$ cat src/rtl/uart_rx_byte.sv
// uart_rx_byte
//   8N1 UART receiver, LSB first. Bit timing comes from a clock-cycle counter
//   (CLKS_PER_BIT clocks per serial bit). The start bit is re-checked at its
//   midpoint, so glitches are rejected there. Every later sample is then taken
//   one bit period after the previous one, which keeps it mid-bit.
//
// Ports
//   clk        system clock, rising edge
//   nRst       synchronous active-low reset
//   rx_serial  asynchronous serial line, idles high
//   Rx_byte    last correctly framed byte (held between ready strobes)
//   ready      1-cycle strobe: Rx_byte updated this cycle
//   frame_err  1-cycle strobe: stop bit sampled low (Rx_byte untouched)
//   busy       high whenever the receiver is not idle
module uart_rx_byte #(
  parameter int CLKS_PER_BIT = 1042
) (
  input  logic       clk,
  input  logic       nRst,
  input  logic       rx_serial,
  output logic [7:0] Rx_byte,
  output logic       ready,
  output logic       frame_err,
  output logic       busy
);

  localparam int CW   = $clog2(CLKS_PER_BIT);
  localparam int HALF = (CLKS_PER_BIT - 1) / 2;
  localparam logic [CW-1:0] HALF_C = CW'(HALF);
  localparam logic [CW-1:0] LAST_C = CW'(CLKS_PER_BIT - 1);

  typedef enum logic [2:0] {
    IDLE      = 3'd0,
    START     = 3'd1,
    DATA      = 3'd2,
    STOP      = 3'd3,
    WAIT_HIGH = 3'd4
  } state_e;

  state_e        state_q, state_d;
  logic [CW-1:0] cnt_q,   cnt_d;
  logic [2:0]    bit_q,   bit_d;
  logic [7:0]    shift_q, shift_d;
  logic [7:0]    byte_q,  byte_d;
  logic          ready_q, ready_d;
  logic          ferr_q,  ferr_d;
  logic          busy_q,  busy_d;
  logic          sync1_q, sync1_d;
  logic          rx_s_q,  rx_s_d;

  always_comb begin
    sync1_d = rx_serial;
    rx_s_d  = sync1_q;
    state_d = state_q;
    cnt_d   = cnt_q;
    bit_d   = bit_q;
    shift_d = shift_q;
    byte_d  = byte_q;
    ready_d = 1'b0;
    ferr_d  = 1'b0;

    case (state_q)
      IDLE: begin
        if (!rx_s_q) begin
          state_d = START;
          cnt_d   = '0;
        end
      end
      START: begin
        if (cnt_q == HALF_C) begin
          cnt_d = '0;
          // Still low at mid-start: a real start bit. Otherwise it was a glitch.
          if (!rx_s_q) begin
            state_d = DATA;
            bit_d   = 3'd0;
          end else begin
            state_d = IDLE;
          end
        end else begin
          cnt_d = cnt_q + CW'(1);
        end
      end
      DATA: begin
        if (cnt_q == LAST_C) begin
          cnt_d = '0;
          // The first bit received shifts down to bit 0 after eight samples.
          shift_d = {rx_s_q, shift_q[7:1]};
          if (bit_q == 3'd7) state_d = STOP;
          else               bit_d   = bit_q + 3'd1;
        end else begin
          cnt_d = cnt_q + CW'(1);
        end
      end
      STOP: begin
        if (cnt_q == LAST_C) begin
          cnt_d = '0;
          // Leave at mid-stop-bit so a back-to-back start edge lands in IDLE.
          if (rx_s_q) begin
            byte_d  = shift_q;
            ready_d = 1'b1;
            state_d = IDLE;
          end else begin
            ferr_d  = 1'b1;
            state_d = WAIT_HIGH;
          end
        end else begin
          cnt_d = cnt_q + CW'(1);
        end
      end
      WAIT_HIGH: begin
        // A break (line held low) must not be taken for a string of frames.
        if (rx_s_q) state_d = IDLE;
      end
      default: state_d = IDLE;
    endcase

    busy_d = (state_d != IDLE);
  end

  always_ff @(posedge clk) begin
    if (!nRst) begin
      state_q <= IDLE;
      cnt_q   <= '0;
      bit_q   <= '0;
      shift_q <= '0;
      byte_q  <= '0;
      ready_q <= 1'b0;
      ferr_q  <= 1'b0;
      busy_q  <= 1'b0;
      sync1_q <= 1'b1;
      rx_s_q  <= 1'b1;
    end else begin
      state_q <= state_d;
      cnt_q   <= cnt_d;
      bit_q   <= bit_d;
      shift_q <= shift_d;
      byte_q  <= byte_d;
      ready_q <= ready_d;
      ferr_q  <= ferr_d;
      busy_q  <= busy_d;
      sync1_q <= sync1_d;
      rx_s_q  <= rx_s_d;
    end
  end

  assign Rx_byte   = byte_q;
  assign ready     = ready_q;
  assign frame_err = ferr_q;
  assign busy      = busy_q;

endmodule

$ cat config.mk
export PLATFORM = sky130hd
export DESIGN_NAME = uart_rx_byte
export DESIGN_NICKNAME = d
export VERILOG_FILES = /design/src/rtl/uart_rx_byte.sv
export SDC_FILE = /design/constraint.sdc
export NUM_CORES = 1
export LEC_CHECK = 0
export BUFFER_PORTS_ARGS = -buffer_cell sky130_fd_sc_hd__buf_2
export CAP_MARGIN = 20
export CORE_ASPECT_RATIO = 2
export CORE_MARGIN = 3
export CORE_UTILIZATION = 58
export CTS_CLUSTER_SIZE = 28
export DETAILED_ROUTE_END_ITERATION = 7
export GPL_TIMING_DRIVEN = 0
export MAX_ROUTING_LAYER = met4
export PLACE_DENSITY = 0.77
export REMOVE_ABC_BUFFERS = 1
export SYNTH_ARGS = -nofsm -noshare
export SYNTH_HDL_FRONTEND = slang
export SYNTH_SLANG_ARGS = --single-unit
export TNS_END_PERCENT = 1
$ cat constraint.sdc
create_clock -name clk -period 2.2 [get_ports clk]
set_input_delay 0.22 -clock clk [delete_from_list [all_inputs] [get_ports clk]]
set_output_delay 0.22 -clock clk [all_outputs]
set_load 0.03 [all_outputs]
; After elaboration in Yosys (flattened, before gate mapping)
; Cells that the tools add are included.
[word_totals]
output_inout_bits = 11
regBits = 38
wordCells = 54
input_bits = 3
[op_classes]
reduce_logical = 10
mux = 20
eq_ne = 12
n_addsub = 2
[op_table]
columns = operator, n
row1 = $mux 11, 3
row2 = $mux 3, 11
row3 = $pmux 11 s3, 1
row4 = $pmux 3 s5, 1
row5 = $add 11x1->11 const B, 1
row6 = $eq 11x10->1 const B, 1
row7 = $eq 11x11->1 const B, 1
row8 = $ne 2x2->1 const B, 5
row9 = $eq 3x2->1 const B, 2
row10 = $eq 3x3->1 const B, 2
row11 = $pmux 3 s2, 1
row12 = $reduce_and 3->1, 2
row13 = $reduce_bool 3->1, 2
row14 = $reduce_and 5->1, 1
row15 = $reduce_and 2->1, 2
row16 = $add 3x1->3 const B, 1
row17 = $eq 3x1->1 const B, 1
row18 = $logic_not 3->1, 1
row19 = $mux 1, 2
row20 = $mux 2, 1
row21 = $reduce_bool 2->1, 1
row22 = $reduce_or 2->1, 1

; Logic depth before layout (Yosys ltp)
; Gate-level depths: netlist of the first run.
[depth]
word_depth = 5
ltp_mapped = 8
depth_no_buf = 7

; Least setup slack after synthesis of the first run
; No wires, ideal clock.
[synth_timing]
path_kind = register -> register
startpoint = reg cnt_q[2]
endpoint = reg cnt_q[0]
n_path_buf = 1
required_ns = 2.072
period_less_slack_ns = 1.891
path_slack_ns = 0.309
path_stages_with_launch = 7
setup_ns = 0.128
t_arrival_ns = 1.764
path_cell_list = dfxtp_1 or4_4 o41ai_4 a211oi_2 buf_6 mux2i_1 nor2_1
[synth_via]
elab_chain_len = 3
elab_cells_between_ends = 5
classes_between = eq/ne (2) / mux (3)
[synth_lines]
columns = element, line
row1 = from (decl), 41  ; logic [CW-1:0] cnt_q, cnt_d;
row2 = from (signal assigned), 134  ; cnt_q <= cnt_d;
row3 = $eq 11x11->1 / $eq 11x10->1 (equally long branches), "84, 95, 70"
row4 = "$mux 11, on equally long branches", "84, 95, 70"
row5 = $pmux 11 s3 *, 62  ; case (state_q)
; Every way passes the cells marked *; elsewhere a longest branch is shown, timed or not.
; A chain may end at the register's enable or synchronous reset.

; Final worst setup path of the first run
[layout_timing]
startpoint = reg cnt_q[7]
endpoint = reg cnt_q[8]
[layout_via]
elab_chain_len = 3
elab_cells_between_ends = 6
classes_between = add/sub (1) / eq/ne (2) / mux (3)
[layout_lines]
columns = element, line
row1 = "$add 11x1->11, or another cell as far along", "80, 91, 107"
row2 = "$mux 11, on equally long branches", "84, 95, 70"
row3 = $pmux 11 s3 *, 62
; Marked as above.

==> metrics.md, run 1 <==
| Metric | Value |
|---|---|
| YS warnings | `0` |
| Die Span Y | `between 80 and 90 um` |
| RSZ-0062 raised after global routing | `yes` |
| Via count | `1524` |
| Overflow after GRT | `0` |
| Post-Syn Instances | `214` |
| Final setup violating endpoints | `0` |
| Die width | `45.9 um` |
| Fin area | `between 2000 and 2500 um2` |
| Crit path max fanout | `14` |
| Port Buffers | `13` |
| Primary FF master, synth | `dfxtp_1` |
| Largest net degree at the start of global routing | `32` |
| Clk buf depth | `2` |
| Post-synth EDFFs | `0` |
| Minimum clock period | `2140 ps` |
| Total power | `1.48 mW` |
| Initial antenna violation count | `0` |
| CTS tree | `yes` |
| Setup ws final | `60.9 ps` |
| Slew Limit Fails | `0` |
| Post-synth ARST share | `0` |
| Fin Clk Skew | `3.53 ps` |
| Seq/Total Area, Yosys | `0.412` |
| Clock sinks | `38` |
| Area Overhead vs Synth | `11.0%` |
| Max Cap Viol | `0` |
| Worst-path clk slew | `70 ps` |
| Hold Crit Class | `primary input to flip-flop` |
| WL/cell | `15.1 um` |
| Final period util | `0.972` |
| CTS Hold Bufs | `0` |
| Initial DRC count | `41` |
| Vias in the first global route | `1545` |
| TritonRoute pass-1 iters | `4` |
| Unique masters post-synth | `41` |
| Vias per inst | `6.05` |
| Worst Path Buf+Inv | `0` |
| Layout Nets | `229` |
| Final WL | `3820 um` |
| Rel. slew slack | `0.385` |
| Worst skew pair latency | `290 ps` |
| Antenna diodes | `0` |
| Mapped cell area | `between 1500 and 2000 um2` |
| Final hold vios | `0` |
| Critical path's top delay family | `simple AND/OR/NAND/NOR gates` |
| CP Data Required Time | `2330 ps` |
| CTS Buf Count | `5` |
| Crit path kind | `flip-flop to flip-flop` |
| Worst vdd ir | `0.000564 V` |
| H-tree levels | `2` |
| Remaining DRCs | `0` |
| CTS root buf | `clkbuf_8` |
| Outcome | `complete, no violations` |
| RD Place Congestion | `0.921` |
| CP peak stage delay | `590 ps` |
| Num ports | `14` |
| First-pass GRT wire length | `6580 um` |
| CP max-delay cell | `or4_4` |
| Average size of a mapped cell | `8.62 um2` |
| Initial Util | `0.612` |
| Die Footprint | `3930 um2` |
| FF+latch count, synth | `38` |
| Post-layout utilization of the core | `0.679` |
| Dpl ws | `-172 ps` |
| Crit path DAT | `around 2300 ps` |
| Pwr/cell area | `722 nW/um2` |
| Crit path launch type | `flip-flop` |
| # rows | `28` |
| Achievable Freq | `approximately 0.47 GHz` |
| Worst slew pin tran | `922 ps` |
| GR Util All Layers | `0.228` |
| Leakage power | `0.823 nW` |
| Layout cells sized above 1 | `0.171` |
| Placed inst area | `1880 um2` |
| Critical-path cell list | `or4_4 -> nor4_1 -> a211oi_4 -> a31oi_1 -> a311oi_1` |
| DPL Wire Length | `around 2800 um` |
| Crit. End Element | `flip-flop` |
| Core area | `3010 um2` |
| Antenna-violating nets left | `0` |
[state kept, by name (all words and copies together) (netlist names), 3 cells and up]
name / flops
cnt_q: 11
state_q: 3
shift_q: 8
Rx_byte: 8
bit_q: 3
[repair_timing]
action                     CTS  global route
gates cloned                 0             0
setup buffers                0             0
setup endpoints to repair   13            22
pin swaps                    1             9
resized for setup            2             5
[cells in the mapped netlist (7+ instances only)]
master    count  area [um2]
a31oi_1       8        50.1
nand2_1      24        90.1
inv_1         7        26.3
mux2i_1      11         110
nand3_1      17        85.1
dfxtp_1      38         761
clkbuf_1      9        33.8
nor2_1       20        75.1
nand2b_1      8        50.1
a21oi_1      17        85.1
[kinds of logic (layout without fill, tap and decap cells)]
group / count (synthesis) / count (layout) / share of synthesized area
AOI/OAI and AO/OA: 40 / 40 / 0.151
and+or+nand+nor: 99 / 99 / 0.290
muxes: 11 / 11 / 0.0597
adders and majority gates: 5 / 5 / 0.0339
buffers and inverters: 21 / 29 / 0.0529
DFF: 38 / 38 / 0.412
[cell usage in the layout, fill, tap and decap left out, drive strengths merged]
| master | synthesis | routed |
|---|---|---|
| dfxtp | 38 | 38 |
| and2b | 1 | 1 |
| mux2i | 11 | 11 |
| a211o | 1 | 1 |
| o41ai | 1 | 1 |
| nand3 | 18 | 18 |
| inv | 7 | 7 |
| nand4 | 3 | 3 |
| o211a | 1 | 1 |
| nor2 | 20 | 20 |
| or3 | 1 | 1 |
| ha | 5 | 5 |
| buf | 4 | 14 |
| o21ai | 5 | 5 |
| a21o | 1 | 1 |
| a32o | 1 | 1 |
| nor4 | 5 | 5 |
| a22oi | 2 | 2 |
| nand2b | 8 | 8 |
| bufinv | 0 | 2 |
| and3 | 1 | 1 |
| and2 | 1 | 1 |
| nor3b | 1 | 1 |
| a22o | 1 | 1 |
| a31oi | 8 | 8 |
| nand2 | 25 | 25 |
| or3b | 1 | 1 |
| or4 | 1 | 1 |
| a311oi | 1 | 1 |
| clkbuf | 10 | 6 |
| a21oi | 17 | 17 |
| nor3 | 4 | 4 |
| nor2b | 2 | 2 |
| a211oi | 1 | 1 |
| and4 | 2 | 2 |
| nand3b | 5 | 5 |
[worst register-to-register path: stages, from the launching register on]
cell and delay, ps:
dfxtp_2 340, or4_4 590, nor4_1 580, a211oi_4 190, a31oi_1 220, a311oi_1 70
[through the flow]
step / setup TNS (ps) / hold slack (ps) / std cells
finish: 0 / 119 / 252
global route: -293 / 145 / 252
CTS: 0 / 115 / 252
detailed placement: -1430 / 416 / 244
global placement: -3160 / 389 / 243
floorplan: 0 / 293 / 200
[power breakdown]
part	internal (mW)	switching [mW]
combinational	0.0189	0.0382
sequential	0.692	0.00733
clock	0.483	0.238
[path summary, 6_finish.rpt]
kind / slack, ps / to / depth (start not counted) / from
setup / recovery: 60 / cnt_q[8]$_SDFFE_PN0P_ / 5 / cnt_q[7]$_SDFFE_PN0P_
hold / removal: 120 / rx_s_d$_SDFF_PN1_ / 2 / rx_serial
setup reg to reg: 60 / cnt_q[8]$_SDFFE_PN0P_ / 5 / cnt_q[7]$_SDFFE_PN0P_
hold reg to reg: 430 / rx_s_q$_SDFF_PN1_ / 1 / rx_s_d$_SDFF_PN1_
[final cells by class]
type | count | area (um2)
Multi-Input combinational cell | 155 | 1010
Clock inverter | 2 | 60.1
Fill cell | 244 | 966
Sequential cell | 38 | 763
Timing Repair Buffer | 14 | 70.1
Inverter | 7 | 26.3
Tap cell | 30 | 37.5
Clock buffer | 6 | 82.6
[routing by layer]
metal | share of wire | track usage | up-vias
li1 | - | - | 764
met1 | 0.36 | 0.220 | 730
met2 | 0.59 | 0.396 | 21
met3 | 0.022 | 0.0336 | 9
met4 | 0.028 | 0.140 | 0
met5 | 0 | - | -
Power figures use the tool's default switching activity.
==> run 2, diff against run 1 <==
--- a/config.mk
+++ b/config.mk
@@ -12,7 +12,6 @@
 export CORE_UTILIZATION = 58
 export CTS_CLUSTER_SIZE = 28
 export DETAILED_ROUTE_END_ITERATION = 7
-export GPL_TIMING_DRIVEN = 0
 export MAX_ROUTING_LAYER = met4
 export PLACE_DENSITY = 0.77
 export REMOVE_ABC_BUFFERS = 1
==> metrics.md, run 2 (same netlist as run 1, synthesis figures left out) <==
| Metric | Value |
|---|---|
| Outcome | `complete, no violations` |
| Layout Nets | `234` |
| Psw | `0.299 mW` |
| Post-layout utilization of the core | `0.689` |
| Setup TNS | `0 ps` |
| Most frequent cells in the layout | `37 x dfxtp_1, 23 x nand2_1, 20 x nor2_1` |
| Antenna-violating nets left | `0` |
| Pwr/cell area | `706 nW/um2` |
| Rel. slew slack | `0.608` |
| Layout cells sized above 1 | `0.176` |
| Vias in the first global route | `about 1700` |
| Antenna diodes | `0` |
| Final setup violating endpoints | `0` |
| Reg2reg end | `busy$_SDFF_PN0_` |
| Largest net degree at the start of global routing | `21` |
| Slew Limit Fails | `0` |
| Crit. End Element | `flip-flop` |
| Initial antenna violation count | `0` |
| Hold Crit Class | `primary input to flip-flop` |
| WL/cell | `15.9 um` |
| Port Buffers | `13` |
| Final hold vios | `0` |
| Overflow after GRT | `0` |
| CP Data Required Time | `2380 ps` |
| Worst skew pair latency | `a little under 300 ps` |
| # rows | `28` |
| Crit path DAT | `2270 ps` |
| Leakage power | `0.840 nW` |
| Vias per inst | `6.25` |
| Logic gate share of total power | `0.041` |
| Placed inst area | `1920 um2` |
| Max reg flops | `11` |
| Final WL | `between 4000 and 5000 um` |
| H-tree levels | `2` |
| Die Span Y | `between 80 and 90 um` |
| Final period util | `0.949` |
| Setup Fix Bufs, Post-CTS | `0` |
| Die Footprint | `3930 um2` |
| Achievable Freq | `~0.48 GHz` |
| R2R setup slack | `between 100 and 150 ps` |
| DPL Wire Length | `3040 um` |
| First-pass GRT wire length | `7090 um` |
| Die width | `~46 um` |
| Worst slew pin tran | `~590 ps` |
| Max Cap Viol | `0` |
| CP Capture Point | `busy$_SDFF_PN0_` |
| Minimum clock period | `around 2100 ps` |
| Crit path launch type | `flip-flop` |
| Clock sinks | `38` |
| CP peak stage delay | `590 ps` |
| Fin area | `a little over 2000 um2` |
| Worst vdd ir | `roughly 0.00059 V` |
| Remaining DRCs | `0` |
| Largest Register | `cnt_q` |
| Clk buf depth | `2` |
| CTS root buf | `clkbuf_8` |
| CP max-delay cell | `or4_4` |
| Worst R2R Start | `cnt_q[5]$_SDFFE_PN0P_` |
| CTS tree | `yes` |
| Fin Clk Skew | `~5.3 ps` |
| Sequential power share | `0.477` |
| Initial Util | `0.612` |
| Initial DRC count | `51` |
| Int Power | `1.17 mW` |
| Worst-path clk slew | `around 80 ps` |
| Critical path startpoint | `cnt_q[5]$_SDFFE_PN0P_` |
| TritonRoute pass-1 iters | `4` |
| CTS Buf Count | `5` |
| GR Util All Layers | `0.247` |
| RD Place Congestion | `0.893` |
| Commonest non-fill, non-tap cell in the layout | `dfxtp_1` |
| Num ports | `14` |
| Crit path max fanout | `7` |
| RSZ-0062 raised after global routing | `no` |
| Core area | `roughly 3000 um2` |
| Reg2Reg Depth | `5` |
| Critical-path cell list | `or4_4 -> nor4_4 -> mux2i_1 -> a21oi_1 -> a31oi_1` |
| Crit path kind | `flip-flop to flip-flop` |
| Net Sw Frac | `0.204` |
| Via count | `1605` |
| Clock power frac | `0.482` |
| Area Overhead vs Synth | `12.6%` |
run 2: worst min path at each step:
stage | start | end | slack (ps) | depth (start not counted)
floorplan | nRst | rx_s_d$_SDFF_PN1_ | 290 | 1
global placement | rx_s_d$_SDFF_PN1_ | rx_s_q$_SDFF_PN1_ | 390 | 1
detailed placement | rx_s_d$_SDFF_PN1_ | rx_s_q$_SDFF_PN1_ | 400 | 1
CTS | rx_serial | rx_s_d$_SDFF_PN1_ | 110 | 2
global route | rx_serial | rx_s_d$_SDFF_PN1_ | 120 | 2
finish | rx_serial | rx_s_d$_SDFF_PN1_ | 110 | 2
run 2: power by group through the flow:
stage	clock (mW)	sequential (mW)	combinational, mW
final	0.707	0.699	0.0607
after global routing	0.758	0.699	0.0657
after CTS	0.721	0.698	0.0601
after detailed placement	0	0.714	0.0579
after global placement	0	0.714	0.0548
after floorplan	0	0.715	0.0377
run 2: final cells by class:
type                            instances  area [um2]
Timing Repair Buffer                   19         110
Multi-Input combinational cell        155        1000
Sequential cell                        38         762
Tap cell                               30        37.5
Inverter                                7        26.3
Clock inverter                          3        68.8
Fill cell                             228         937
Clock buffer                            5        68.8
run 2: critical path, delay by kind of cell, from the launching register on:
family / cells / cell delay (ps)
mux: 1 / 140
compound gates: 2 / 350
simple gates: 2 / 1100
flops: 1 / 370
run 2: through the flow:
stage / power [mW] / setup WS (ps) / hold slack [ps] / std cells
floorplan: 0.753 / 107 / 293 / 200
global placement: 0.769 / 107 / 387 / 249
detailed placement: 0.772 / -4.90 / 399 / 249
CTS: 1.48 / 126 / 109 / 257
global route: 1.52 / 15.6 / 117 / 257
finish: 1.47 / 111 / 108 / 257
run 2: routing by layer:
layer,up-vias,GRT usage,part of all wire
met5,-,-,0
met4,0,0.127,0.048
met3,23,0.0504,0.026
met2,35,0.454,0.60
met1,769,0.214,0.33
li1,778,-,-
run 2: repair_timing:
action / CTS / global route
hold buffers: 0 / 0
setup endpoints to repair: 1 / 9
pin swaps: 0 / 1
gates resized for setup: 2 / 2
